--- src/rtl/adc_pkg.sv ---
// Shared constants, FSM state type and frame-word helper for the ADC scanner.
// Frame layout: bits 15..14 zero, 13..11 channel address, 10..0 zero.
package adc_pkg;
   localparam int ADC_FRAME_BITS = 16;
   localparam int ADC_RES_W      = 12;
   localparam int ADC_ADDR_MSB   = 13;
   localparam int ADC_ADDR_LSB   = 11;
   localparam int ADC_ADDR_W     = ADC_ADDR_MSB - ADC_ADDR_LSB + 1;

   typedef enum logic [1:0] {IDLE, CS_SETUP, SHIFT, CS_HOLD} scan_state_t;

   function automatic logic [ADC_FRAME_BITS-1:0] frame_word(input logic [ADC_ADDR_W-1:0] addr);
      frame_word = '0;
      frame_word[ADC_ADDR_MSB:ADC_ADDR_LSB] = addr;
   endfunction
endpackage

--- src/rtl/adc_scan_if.sv ---
// Serial converter bus: chip select, clock, address out, data in.
// No flow control; the master owns all timing.
interface adc_scan_if;
   logic adc_cs_n;
   logic adc_sclk;
   logic adc_sdi;
   logic adc_sdo;

   modport master (output adc_cs_n, adc_sclk, adc_sdi, input adc_sdo);
   modport slave  (input adc_cs_n, adc_sclk, adc_sdi, output adc_sdo);
endinterface

--- src/rtl/adc_spi_frame.sv ---
// One 16-bit converter frame: SCLK generation, address shift-out, result capture.
// Takes 32*CLK_DIV cycles from start; done is a one-cycle pulse in the final cycle; no backpressure.
module adc_spi_frame
   import adc_pkg::*;
#(
   parameter int CLK_DIV = 4
) (
   input  logic                      sys_clk,
   input  logic                      reset,
   input  logic                      start,
   input  logic [ADC_FRAME_BITS-1:0] tx_word,
   input  logic                      sdo,
   output logic                      sclk,
   output logic                      sdi,
   output logic                      done,
   output logic [ADC_RES_W-1:0]      sample
);
   logic                      busy;
   logic                      high;
   logic [7:0]                cnt;
   logic [3:0]                bit_cnt;
   logic [ADC_FRAME_BITS-1:0] tx;
   logic                      phase_end;

   assign phase_end = busy && (cnt == 8'(CLK_DIV - 1));
   assign done      = phase_end && high && (bit_cnt == 4'(ADC_FRAME_BITS - 1));

   // The 12-bit shift register keeps only the last 12 bits captured, MSB first.
   always_ff @(posedge sys_clk) begin
      if (reset) begin
         busy    <= 1'b0;
         high    <= 1'b0;
         cnt     <= '0;
         bit_cnt <= '0;
         tx      <= '0;
         sclk    <= 1'b1;
         sdi     <= 1'b0;
         sample  <= '0;
      end else if (start && !busy) begin
         busy    <= 1'b1;
         high    <= 1'b0;
         cnt     <= '0;
         bit_cnt <= '0;
         sclk    <= 1'b0;
         sdi     <= tx_word[ADC_FRAME_BITS-1];
         tx      <= tx_word << 1;
      end else if (busy) begin
         cnt <= phase_end ? '0 : cnt + 8'd1;
         if (phase_end && !high) begin
            sample <= {sample[ADC_RES_W-2:0], sdo};
            high   <= 1'b1;
            sclk   <= 1'b1;
         end else if (phase_end && high) begin
            high <= 1'b0;
            if (done) begin
               busy <= 1'b0;
            end else begin
               bit_cnt <= bit_cnt + 4'd1;
               sclk    <= 1'b0;
               sdi     <= tx[ADC_FRAME_BITS-1];
               tx      <= tx << 1;
            end
         end
      end
   end
endmodule

--- src/rtl/adc_scan.sv ---
// Round-robin converter scanner with optional per-channel averaging (macro ADC_SCAN_AVG_EN).
// Result publishes one cycle after CS_HOLD entry; free-running, outputs have no backpressure.
module adc_scan
   import adc_pkg::*;
#(
   parameter int NUM_CH   = 8,
   parameter int CLK_DIV  = 4,
   parameter int AVG_LOG2 = 2,
   parameter int OUT_W    = 32
) (
   input  logic                    sys_clk,
   input  logic                    reset,
   input  logic                    enable,
   adc_scan_if.master              spi,
   output logic [NUM_CH*OUT_W-1:0] adc_channels,
   output logic [NUM_CH-1:0]       ch_valid,
   output logic                    scan_done
);
   localparam int         AW       = ADC_ADDR_W;
   localparam logic [7:0] DIV_LAST = 8'(CLK_DIV - 1);

   if (NUM_CH < 1 || NUM_CH > 8 || CLK_DIV < 2 || CLK_DIV > 255 ||
       AVG_LOG2 < 0 || AVG_LOG2 > 4 || OUT_W < 12 || OUT_W > 32) begin : g_bad_param
      $error("adc_scan: parameter out of legal range");
   end

   scan_state_t              state, state_nx;
   logic [7:0]               cnt, cnt_nx;
   logic                     start, frame_done;
   logic [AW-1:0]            addr, prev_addr, pend_ch;
   logic                     prev_vld, pend;
   logic [ADC_RES_W-1:0]     sample, pend_smp;
   logic [ADC_FRAME_BITS-1:0] tx_word;
   logic [OUT_W-1:0]         ch_word [NUM_CH];

   assign spi.adc_cs_n = !(state == CS_SETUP || state == SHIFT);
   assign tx_word      = frame_word(addr);

   adc_spi_frame #(.CLK_DIV(CLK_DIV)) u_frame (
      .sys_clk (sys_clk),
      .reset   (reset),
      .start   (start),
      .tx_word (tx_word),
      .sdo     (spi.adc_sdo),
      .sclk    (spi.adc_sclk),
      .sdi     (spi.adc_sdi),
      .done    (frame_done),
      .sample  (sample)
   );

   always_ff @(posedge sys_clk) begin
      if (reset) begin
         state <= IDLE;
         cnt   <= '0;
      end else begin
         state <= state_nx;
         cnt   <= cnt_nx;
      end
   end

   always_comb begin
      state_nx = state;
      cnt_nx   = cnt;
      start    = 1'b0;
      case (state)
         IDLE: begin
            cnt_nx = '0;
            if (enable) state_nx = CS_SETUP;
         end
         CS_SETUP: begin
            if (cnt == DIV_LAST) begin
               cnt_nx   = '0;
               start    = 1'b1;
               state_nx = SHIFT;
            end else begin
               cnt_nx = cnt + 8'd1;
            end
         end
         SHIFT: begin
            if (frame_done) state_nx = CS_HOLD;
         end
         CS_HOLD: begin
            if (cnt == DIV_LAST) begin
               cnt_nx   = '0;
               state_nx = enable ? CS_SETUP : IDLE;
            end else begin
               cnt_nx = cnt + 8'd1;
            end
         end
         default: state_nx = IDLE;
      endcase
   end

   // A frame's data belongs to the previous frame's address; prev_vld drops in IDLE so the
   // first frame of every burst is discarded.
   always_ff @(posedge sys_clk) begin
      if (reset) begin
         addr      <= '0;
         prev_addr <= '0;
         prev_vld  <= 1'b0;
         pend      <= 1'b0;
         pend_ch   <= '0;
         pend_smp  <= '0;
      end else begin
         pend <= 1'b0;
         if (frame_done) begin
            pend      <= prev_vld;
            pend_ch   <= prev_addr;
            pend_smp  <= sample;
            prev_addr <= addr;
            prev_vld  <= 1'b1;
            addr      <= (addr == AW'(NUM_CH - 1)) ? '0 : addr + AW'(1);
         end else if (state == IDLE) begin
            prev_vld <= 1'b0;
         end
      end
   end

`ifdef ADC_SCAN_AVG_EN
   localparam int ACC_W = ADC_RES_W + AVG_LOG2;

   logic [ACC_W-1:0] acc     [NUM_CH];
   logic [4:0]       smp_cnt [NUM_CH];
   logic [ACC_W-1:0] acc_sum;
   logic             last_smp;

   assign acc_sum  = acc[pend_ch] + ACC_W'(pend_smp);
   assign last_smp = (smp_cnt[pend_ch] == 5'((1 << AVG_LOG2) - 1));

   always_ff @(posedge sys_clk) begin
      if (reset) begin
         for (int k = 0; k < NUM_CH; k++) begin
            acc[k]     <= '0;
            smp_cnt[k] <= '0;
            ch_word[k] <= '0;
         end
         ch_valid  <= '0;
         scan_done <= 1'b0;
      end else begin
         ch_valid  <= '0;
         scan_done <= 1'b0;
         if (pend) begin
            if (last_smp) begin
               ch_word[pend_ch]  <= OUT_W'(acc_sum >> AVG_LOG2);
               acc[pend_ch]      <= '0;
               smp_cnt[pend_ch]  <= '0;
               ch_valid[pend_ch] <= 1'b1;
               scan_done         <= (pend_ch == AW'(NUM_CH - 1));
            end else begin
               acc[pend_ch]     <= acc_sum;
               smp_cnt[pend_ch] <= smp_cnt[pend_ch] + 5'd1;
            end
         end
      end
   end
`else
   always_ff @(posedge sys_clk) begin
      if (reset) begin
         for (int k = 0; k < NUM_CH; k++) ch_word[k] <= '0;
         ch_valid  <= '0;
         scan_done <= 1'b0;
      end else begin
         ch_valid  <= '0;
         scan_done <= 1'b0;
         if (pend) begin
            ch_word[pend_ch]  <= OUT_W'(pend_smp);
            ch_valid[pend_ch] <= 1'b1;
            scan_done         <= (pend_ch == AW'(NUM_CH - 1));
         end
      end
   end
`endif

   for (genvar k = 0; k < NUM_CH; k++) begin : g_pack
      assign adc_channels[k*OUT_W +: OUT_W] = ch_word[k];
   end
endmodule
--- src/flat_wrapper.sv ---
// flat-port wrapper written by rule: the top's interface ports become plain ports
module adc_scan_flat import adc_pkg::*;
#(
   parameter int NUM_CH   = 8,
   parameter int CLK_DIV  = 4,
   parameter int AVG_LOG2 = 2,
   parameter int OUT_W    = 32
)
  (sys_clk, reset, enable, adc_channels, ch_valid, scan_done, spi_adc_cs_n, spi_adc_sclk, spi_adc_sdi, spi_adc_sdo);
  adc_scan_if spi_i ();
  input  logic sys_clk;
  input  logic reset;
  input  logic enable;
  output logic [NUM_CH*OUT_W-1:0] adc_channels;
  output logic [NUM_CH-1:0] ch_valid;
  output logic scan_done;
  output wire logic [$bits(spi_i.adc_cs_n)-1:0] spi_adc_cs_n;
  output wire logic [$bits(spi_i.adc_sclk)-1:0] spi_adc_sclk;
  output wire logic [$bits(spi_i.adc_sdi)-1:0] spi_adc_sdi;
  input wire logic [$bits(spi_i.adc_sdo)-1:0] spi_adc_sdo;
  assign spi_adc_cs_n = spi_i.adc_cs_n;
  assign spi_adc_sclk = spi_i.adc_sclk;
  assign spi_adc_sdi = spi_i.adc_sdi;
  assign spi_i.adc_sdo = spi_adc_sdo;
  adc_scan #(.NUM_CH(NUM_CH), .CLK_DIV(CLK_DIV), .AVG_LOG2(AVG_LOG2), .OUT_W(OUT_W)) u_core (.sys_clk(sys_clk), .reset(reset), .enable(enable), .spi(spi_i), .adc_channels(adc_channels), .ch_valid(ch_valid), .scan_done(scan_done));
endmodule
--- config.mk ---
export PLATFORM = sky130hd
export DESIGN_NAME = adc_scan_flat
export DESIGN_NICKNAME = d
export VERILOG_FILES = /design/src/rtl/adc_pkg.sv /design/src/rtl/adc_scan_if.sv /design/src/rtl/adc_spi_frame.sv /design/src/rtl/adc_scan.sv /design/src/flat_wrapper.sv
export SDC_FILE = /design/constraint.sdc
export NUM_CORES = 1
export LEC_CHECK = 0
export CAP_MARGIN = 10
export CORE_UTILIZATION = 45
export DETAILED_ROUTE_END_ITERATION = 7
export PLACE_DENSITY = 0.76
export SETUP_SLACK_MARGIN = 0.2
export SLEW_MARGIN = 20
export SYNTH_ARGS = -nofsm -noshare
export SYNTH_HDL_FRONTEND = slang
export SYNTH_HIERARCHICAL = 1
export SYNTH_SLANG_ARGS = --single-unit
--- constraint.sdc ---
create_clock -name sys_clk -period 2.8 [get_ports sys_clk]
set_input_delay 0.28 -clock sys_clk [delete_from_list [all_inputs] [get_ports sys_clk]]
set_output_delay 0.28 -clock sys_clk [all_outputs]
set_load 0.03 [all_outputs]
==> results of run 1 <==
[cell type report]
| type | instances | area, um^2 |
|---|---|---|
| antenna | 1 | 2.502 |
| clock buffer | 20 | 446.7 |
| clock inverter | 12 | 100.1 |
| fill | 1589 | 8408 |
| inverter | 5 | 18.77 |
| multi-input combinational | 548 | 2978 |
| sequential | 181 | 4584 |
| tap | 229 | 286.5 |
| timing repair buffer | 123 | 1200 |
[logic make-up after synthesis]
kind of cell               synth area share [%]
muxes                                     2.653
adders and majority gates                 1.508
xor gates and xnor gates                  1.583
DFF                                       55.24
other                                   0.04519
AOI/OAI and AO/OA                         5.216
and+or+nand+nor                           17.02
buffers and inverters                     16.73
[how the worst max path moves through the flow]
stage / startpoint / to / slack (ns) / cells past startpoint
floorplan: u_core/u_frame/cnt[0]$_SDFFE_PP0P_ / u_core/state[0]$_SDFFE_PP0P_ / 0.43 / 9
global placement: u_core/u_frame/cnt[0]$_SDFFE_PP0P_ / u_core/pend_smp[0]$_SDFFE_PP0P_ / 0.43 / 7
detailed placement: u_core/u_frame/cnt[0]$_SDFFE_PP0P_ / u_core/pend_smp[7]$_SDFFE_PP0P_ / 0.35 / 7
CTS: u_core/u_frame/cnt[0]$_SDFFE_PP0P_ / u_core/pend_smp[10]$_SDFFE_PP0P_ / 0.34 / 7
global route: u_core/u_frame/cnt[0]$_SDFFE_PP0P_ / u_core/state[0]$_SDFFE_PP0P_ / 0.23 / 8
finish: u_core/u_frame/cnt[0]$_SDFFE_PP0P_ / u_core/u_frame/bit_cnt[3]$_SDFFE_PP0P_ / 0.39 / 5
[state kept, by name, summed over array words and instances (netlist names), 2 cells and up]
signal / cells
u_core/pend_ch: 3
u_core/ch_word: 96
u_core/prev_addr: 3
u_core/u_frame/sample: 12
u_core/pend_smp: 12
u_core/u_frame/tx: 15
u_core/ch_valid: 8
u_core/state: 2
u_core/cnt: 8
u_core/u_frame/bit_cnt: 4
u_core/addr: 3
u_core/u_frame/cnt: 8
[power groups by stage]
stage / sequential [mW] / combinational, mW / clock [mW]
after floorplan: 3.07 / 0.705 / 0
after global placement: 2.97 / 0.819 / 0
after detailed placement: 2.97 / 0.826 / 0
after CTS: 2.91 / 0.836 / 2.23
after global routing: 2.92 / 0.899 / 2.34
final: 2.91 / 0.834 / 2.19
[cells in the mapped netlist, types with 5 or more instances]
library cell and number:
and2_1 96, xnor2_1 6, or2_2 9, clkbuf_1 20, nor3_1 7, inv_1 5, o21ai_0 13, a211oi_1 17
a21oi_1 35, nor2_1 64, edfxtp_1 96, ha_1 10, buf_2 6, nand3_1 6, mux2i_1 22, nand2_1 37
nand2b_1 10, buf_4 164, dfxtp_1 85, xor2_1 9
[per-layer routing]
metal | part of all wire (%) | vias to the layer above | track usage, % | routed length (um)
li1 | - | 2445 | - | -
met1 | 43 | 2324 | 21.04 | 6514
met2 | 49 | 183 | 26.58 | 7377
met3 | 6.9 | 15 | 3.495 | 1037
met4 | 0.88 | 0 | 5.435 | 132
met5 | 0 | - | 0 | 0
[metrics by stage]
stage	utilization, %	hold slack, ns	power (mW)	worst slack, ns
after floorplan	-	0.4160	3.778	0.4321
after detailed placement	50.25	0.4471	3.795	0.3489
after global routing	53.34	0.1252	6.159	0.2339
after global placement	50.25	0.4323	3.786	0.4271
final	53.35	0.1271	5.930	0.3859
after CTS	53.28	0.1178	5.975	0.3357
[worst register-to-register path, delay by kind of cell, from the launching register on]
family,cells,cell delay (ns)
fa+ha+maj,1,0.23
compound gates,1,0.14
flops,1,0.38
simple gates,3,1.60
[repair_timing]
item                                   in CTS  in global routing
resized for setup                           0                  3
setup endpoints to repair                   0                 22
endpoints found under the hold margin       0                  0
==> impl_metrics.toml, run 1 <==
[final_layout]
drive_above_1_share_pct = 7.312
layout_commonest_cell = "conb_1"
postLayoutCellArea_um2 = 9617
area_delta_synth_final_pct = 15.88
nets = 890
stdcell_count = 1119
final_cell_mix = "173 x conb_1, 110 x clkdlybuf4s50_1, 96 x and2_1, 96 x edfxtp_1, 85 x dfxtp_1"

[sta]
report.final.slew_viol_count = 0
fin_skew_ns = 0.007256
worst_pin_slew_ns = 0.6343
max_freq_ghz = 0.4142
tns_ns = 0
slew_headroom_pct = 57.48
fin_crit_ns = 2.414
hold_viol = 0
period_share_pct = 86.22
finalSetupViolCount = 0
rsz0062_at_grt = "no"

[power_and_ir_drop]
p_int_mw = 4.254
ir_drop_mv = 0.4764
switchingPower_mw = 1.676
power_density_nw_per_um2 = 616.6
power_frac_seq_pct = 49.0
leakage_nw = 3.731
pwr-share-clk_pct = 36.9
switching_share_pct = 28.27
comb_power_share_pct = 14.1

[route]
wl_per_cell_um = 13.46
routed_via_density = 4.439
drc = 0
ant_nets = 0
drt_iter0_drc = 260
wirelength_um = 15060
first_pass_iters = 4
vias = 4967

[outcome]
status = "complete, no violations"

[cts]
cts_sinks = 181
postCtsSetupBuffers = 0
cts_tree = "built"
path_clk_slew_ns = 0.06
hold_buffers = 0
insertion_delay_ns = 0.42
root_buffer = "clkbuf_16"
h-tree-depth = 4
cts_buffers = 17
clk_path_buf_depth = 2

[critical_path]
cp_max_fo = 19
endpoint_kind = "flip-flop"
cp_slowest_cell = "or4b_4"
r2r-start = "u_core/u_frame/cnt[0]$_SDFFE_PP0P_"
cpLargestDelayFamily = "simple AND/OR/NAND/NOR gates"
worstRegToRegCells = 5
critPathLaunchType = "flip-flop"
max_stage_delay_ns = 0.63
r2r_end = "u_core/u_frame/bit_cnt[3]$_SDFFE_PP0P_"
path_buf_inv = 0
crit_required_ns = 3.16
critical_path_class = "reg -> reg"
arrival_ns = 2.77
r2r_setup_slack_ns = 0.39
crit_chain = "ha_1 > or4bb_4 > or4b_4 > or3_1 > a21oi_1"

[global_routing]
grt_pass1_wl_um = 22980
grt_max_degree = 63
antenna_found_initial = 1
grt.total_usage_pct = 16.15
grt_pass1_vias = 4261
grt.overflow.total = 0

[floorplan]
coreArea_um2 = 18020
start_util_pct = 46.04
die_y_um = 137.8
ios = 272
die_x_um = 137.8
rows = 49
die-area_um2 = 18990

[logic_synthesis]
synth.avg_cell_area_um2 = 10.99
synth_edf_count = 96
ys_top_cells_by_area = "edfxtp_1 35%, dfxtp_1 21%, buf_4 15%"
synthCells = 755
yosys.area.top_type_share_pct = 34.74
synth_largest_area_cell = "edfxtp_1"
yosysUniqueCellTypes = 45
synth_area_um2 = 8299
synth-warning-count = 6
yosysSeqAreaShare_pct = 55.24
synth-seq-cells = 181
synthFlopType = "edfxtp_1"
async_flop_share_pct = 0

[placement]
dpl-instance-area_um2 = 9057
dp_cells = 1086
dp_hpwl_um = 10130
portBuffers = 111
gp_congestion = 0.7934

[worst_hold_path]
hp-class = "in -> reg"
whs_path_depth = 2
hold_path_end = "u_core/pend_ch[0]$_SDFFE_PP0P_"
worst_hold_startpoint = "reset"

[run]
max_cap_violations = 0
No activity file was read; power rests on OpenSTA's default activity.
==> run 2: changes to the inputs <==
- PLACE_DENSITY: 0.76 -> 0.77
- SYNTH_HIERARCHICAL: 1 -> unset
==> run 2 against run 1 <==
- clock skew is 0.0016 ns lower
- combinational power up 4.6%
- final cell count down 6.4%
- via count shrank 8.3%
- largest power group unchanged
- synthesized cell count decreased by 8.1%
- core utilization rose by 1.7 points
- sequential cell count down 11
- non-clock buffer count up 2
==> impl_metrics.toml, run 2 <==
[sta]
slew_headroom_pct = 53.35
worst_slack_ns = 0.5824
report.final.slew_viol_count = 0
fin_crit_ns = 2.218
hold_viol = 0
finalSetupViolCount = 0
period_share_pct = 79.20
rsz0062_at_grt = "no"
max_freq_ghz = 0.4509
fin_skew_ns = 0.005691
worst_pin_slew_ns = 0.6971
tns_ns = 0

[floorplan]
ios = 272
die_y_um = 133.5
die_x_um = 133.5
coreArea_um2 = 16700
rows = 47
start_util_pct = 46.56
die-area_um2 = 17810

[cts]
h-tree-depth = 4
postCtsSetupBuffers = 0
clk_path_buf_depth = 2
cts_sinks = 170
hold_buffers = 0
cts_tree = "built"
cts_buffers = 17
path_clk_slew_ns = 0.06
cts_resized = 0
root_buffer = "clkbuf_16"
insertion_delay_ns = 0.42

[logic_synthesis]
yosysSeqAreaShare_pct = 56.12
synth.avg_cell_area_um2 = 11.20
async_flop_share_pct = 0
synth_most_common_cell = "buf_4"
synth_area_um2 = 7776
synth_edf_count = 96
synth-warning-count = 0
yosysUniqueCellTypes = 45
synthTopCellsByCount = "161 x buf_4, 96 x and2_1, 96 x edfxtp_1, 74 x dfxtp_1, 50 x nand2_1"
synthFlopType = "edfxtp_1"
synth-seq-cells = 170
ys_top_cells_by_area = "edfxtp_1 37%, dfxtp_1 19%, buf_4 16%"
synthCells = 694
yosys.area.top_type_share_pct = 37.07
synth_largest_area_cell = "edfxtp_1"

[route]
first_pass_iters = 4
drt_iter0_drc = 237
ant_nets = 0
wirelength_um = 13920
vias = 4554
drc = 0
wl_per_cell_um = 13.29
routed_via_density = 4.350

[global_routing]
grt.overflow.total = 0
grt_pass1_vias = 3936
grt_pass1_wl_um = 21110
grt_max_degree = 42
antenna_found_initial = 0
grt.total_usage_pct = 15.63

[critical_path]
critPathLaunchType = "flip-flop"
arrival_ns = 1.94
endpoint_kind = "output pin"
crit_required_ns = 2.52
cp_max_fo = 5
critical_path_class = "reg -> out"
crit_chain = "inv_1 > ha_1 > inv_1 > clkdlybuf4s50_1"
path_buf_inv = 3
crit_top_cell = "inv_1"
cpLargestDelayFamily = "buffers and inverters"
max_stage_delay_ns = 0.66
cp_slowest_cell = "clkdlybuf4s50_1"

[worst_hold_path]
hp-class = "reg -> reg"

[power_and_ir_drop]
leakage_nw = 3.558
ir_drop_mv = 0.3975
power_density_nw_per_um2 = 676.8

[placement]
place_ws_ns = 0.5156
portBuffers = 111
dp_hpwl_um = 9572
gp_congestion = 0.7483

[final_layout]
drive_above_1_share_pct = 6.530
nets = 827
diodes = 0
final_cell_mix = "160 x conb_1, 111 x clkdlybuf4s50_1, 96 x and2_1, 96 x edfxtp_1, 74 x dfxtp_1"
layout_commonest_cell = "conb_1"
top_register = "u_core.ch_word"
top_regs = "u_core.ch_word (96), u_core.pend_smp (12), u_core.u_frame.sample (12)"
area_delta_synth_final_pct = 18.25
largest_reg_flops = 96

[outcome]
status = "complete, no violations"

[run]
max_cap_violations = 0
==> run 2: changes by cell type after synthesis, moves of 5 or more <==
cell and delta:
a211oi_1 -17, buf_2 -6, nand2_1 +13, a21oi_1 -5
nand2b_1 -7, or2_2 -7, nor2_1 -17, dfxtp_1 -11
==> run 2: worst register-to-register path: cells and delay by family, from the launching register on <==
kind | cells | cell delay (ns)
AO/OA/AOI/OAI | 1 | 0.13
AND/OR/NAND/NOR | 3 | 0.98
buffers and inverters | 1 | 0.30
flip-flops | 1 | 0.59
==> run 2: where the power goes <==
group | internal, mW | switching, mW
Sequential | 2.72 | 0.0487
Combinational | 0.233 | 0.639
Clock | 1.61 | 0.973
Total | 4.56 | 1.66
==> run 2: path summary, 6_finish.rpt <==
kind	slack (ns)	endpoint	cells past startpoint	start
hold / removal	0.45	u_core.pend_ch[1]$_SDFFE_PP0P_	2	u_core.prev_addr[1]$_SDFFE_PP0P_
hold reg to reg	0.45	u_core.pend_ch[1]$_SDFFE_PP0P_	2	u_core.prev_addr[1]$_SDFFE_PP0P_
setup / recovery	0.58	spi_adc_cs_n	4	u_core.state[0]$_SDFFE_PP0P_
setup reg to reg	0.74	u_core.addr[0]$_SDFFE_PP0P_	5	u_core.u_frame.busy$_SDFF_PP0_
==> run 2: through the flow <==
step | hold slack, ns | utilization, % | power (mW) | cells | cell area [um^2]
after floorplan | 0.4272 | - | 3.645 | 853 | 8373
after global placement | 0.4386 | 51.11 | 3.689 | 1015 | 8536
after detailed placement | 0.4480 | 51.11 | 3.697 | 1015 | 8536
after CTS | 0.4562 | 55.06 | 6.267 | 1047 | 9195
after global routing | 0.4756 | 55.06 | 6.428 | 1047 | 9195
final | 0.4546 | 55.06 | 6.223 | 1047 | 9195
==> run 2: routing by layer <==
| metal | part of all wire [%] | wire length [um] | global-route usage, % |
|---|---|---|---|
| met5 | 0 | 0 | 0 |
| met4 | 1.4 | 194 | 5.492 |
| met3 | 5.5 | 759 | 3.425 |
| met2 | 49 | 6751 | 25.61 |
| met1 | 45 | 6212 | 20.41 |
==> run 2: cell families after synthesis <==
logic type               count (synthesis)  synth area share, %
AND/OR/NAND/NOR                        242                17.20
buffers and inverters                  191                17.47
flip-flops                             170                56.12
AO/OA/AOI/OAI                           47                3.556
multiplexers                            20                2.574
XOR/XNOR                                14                1.577
adder cells (fa/ha/maj)                  9                1.448
other                                    1              0.04822
==> run 2: area by class of cell <==
type,count,area (um^2)
clock buffer,18,429.2
clock inverter,14,230.2
fill,1460,7506
inverter,8,30.03
multi-input combinational,492,2650
sequential,170,4364
tap,220,275.3
timing repair buffer,125,1216
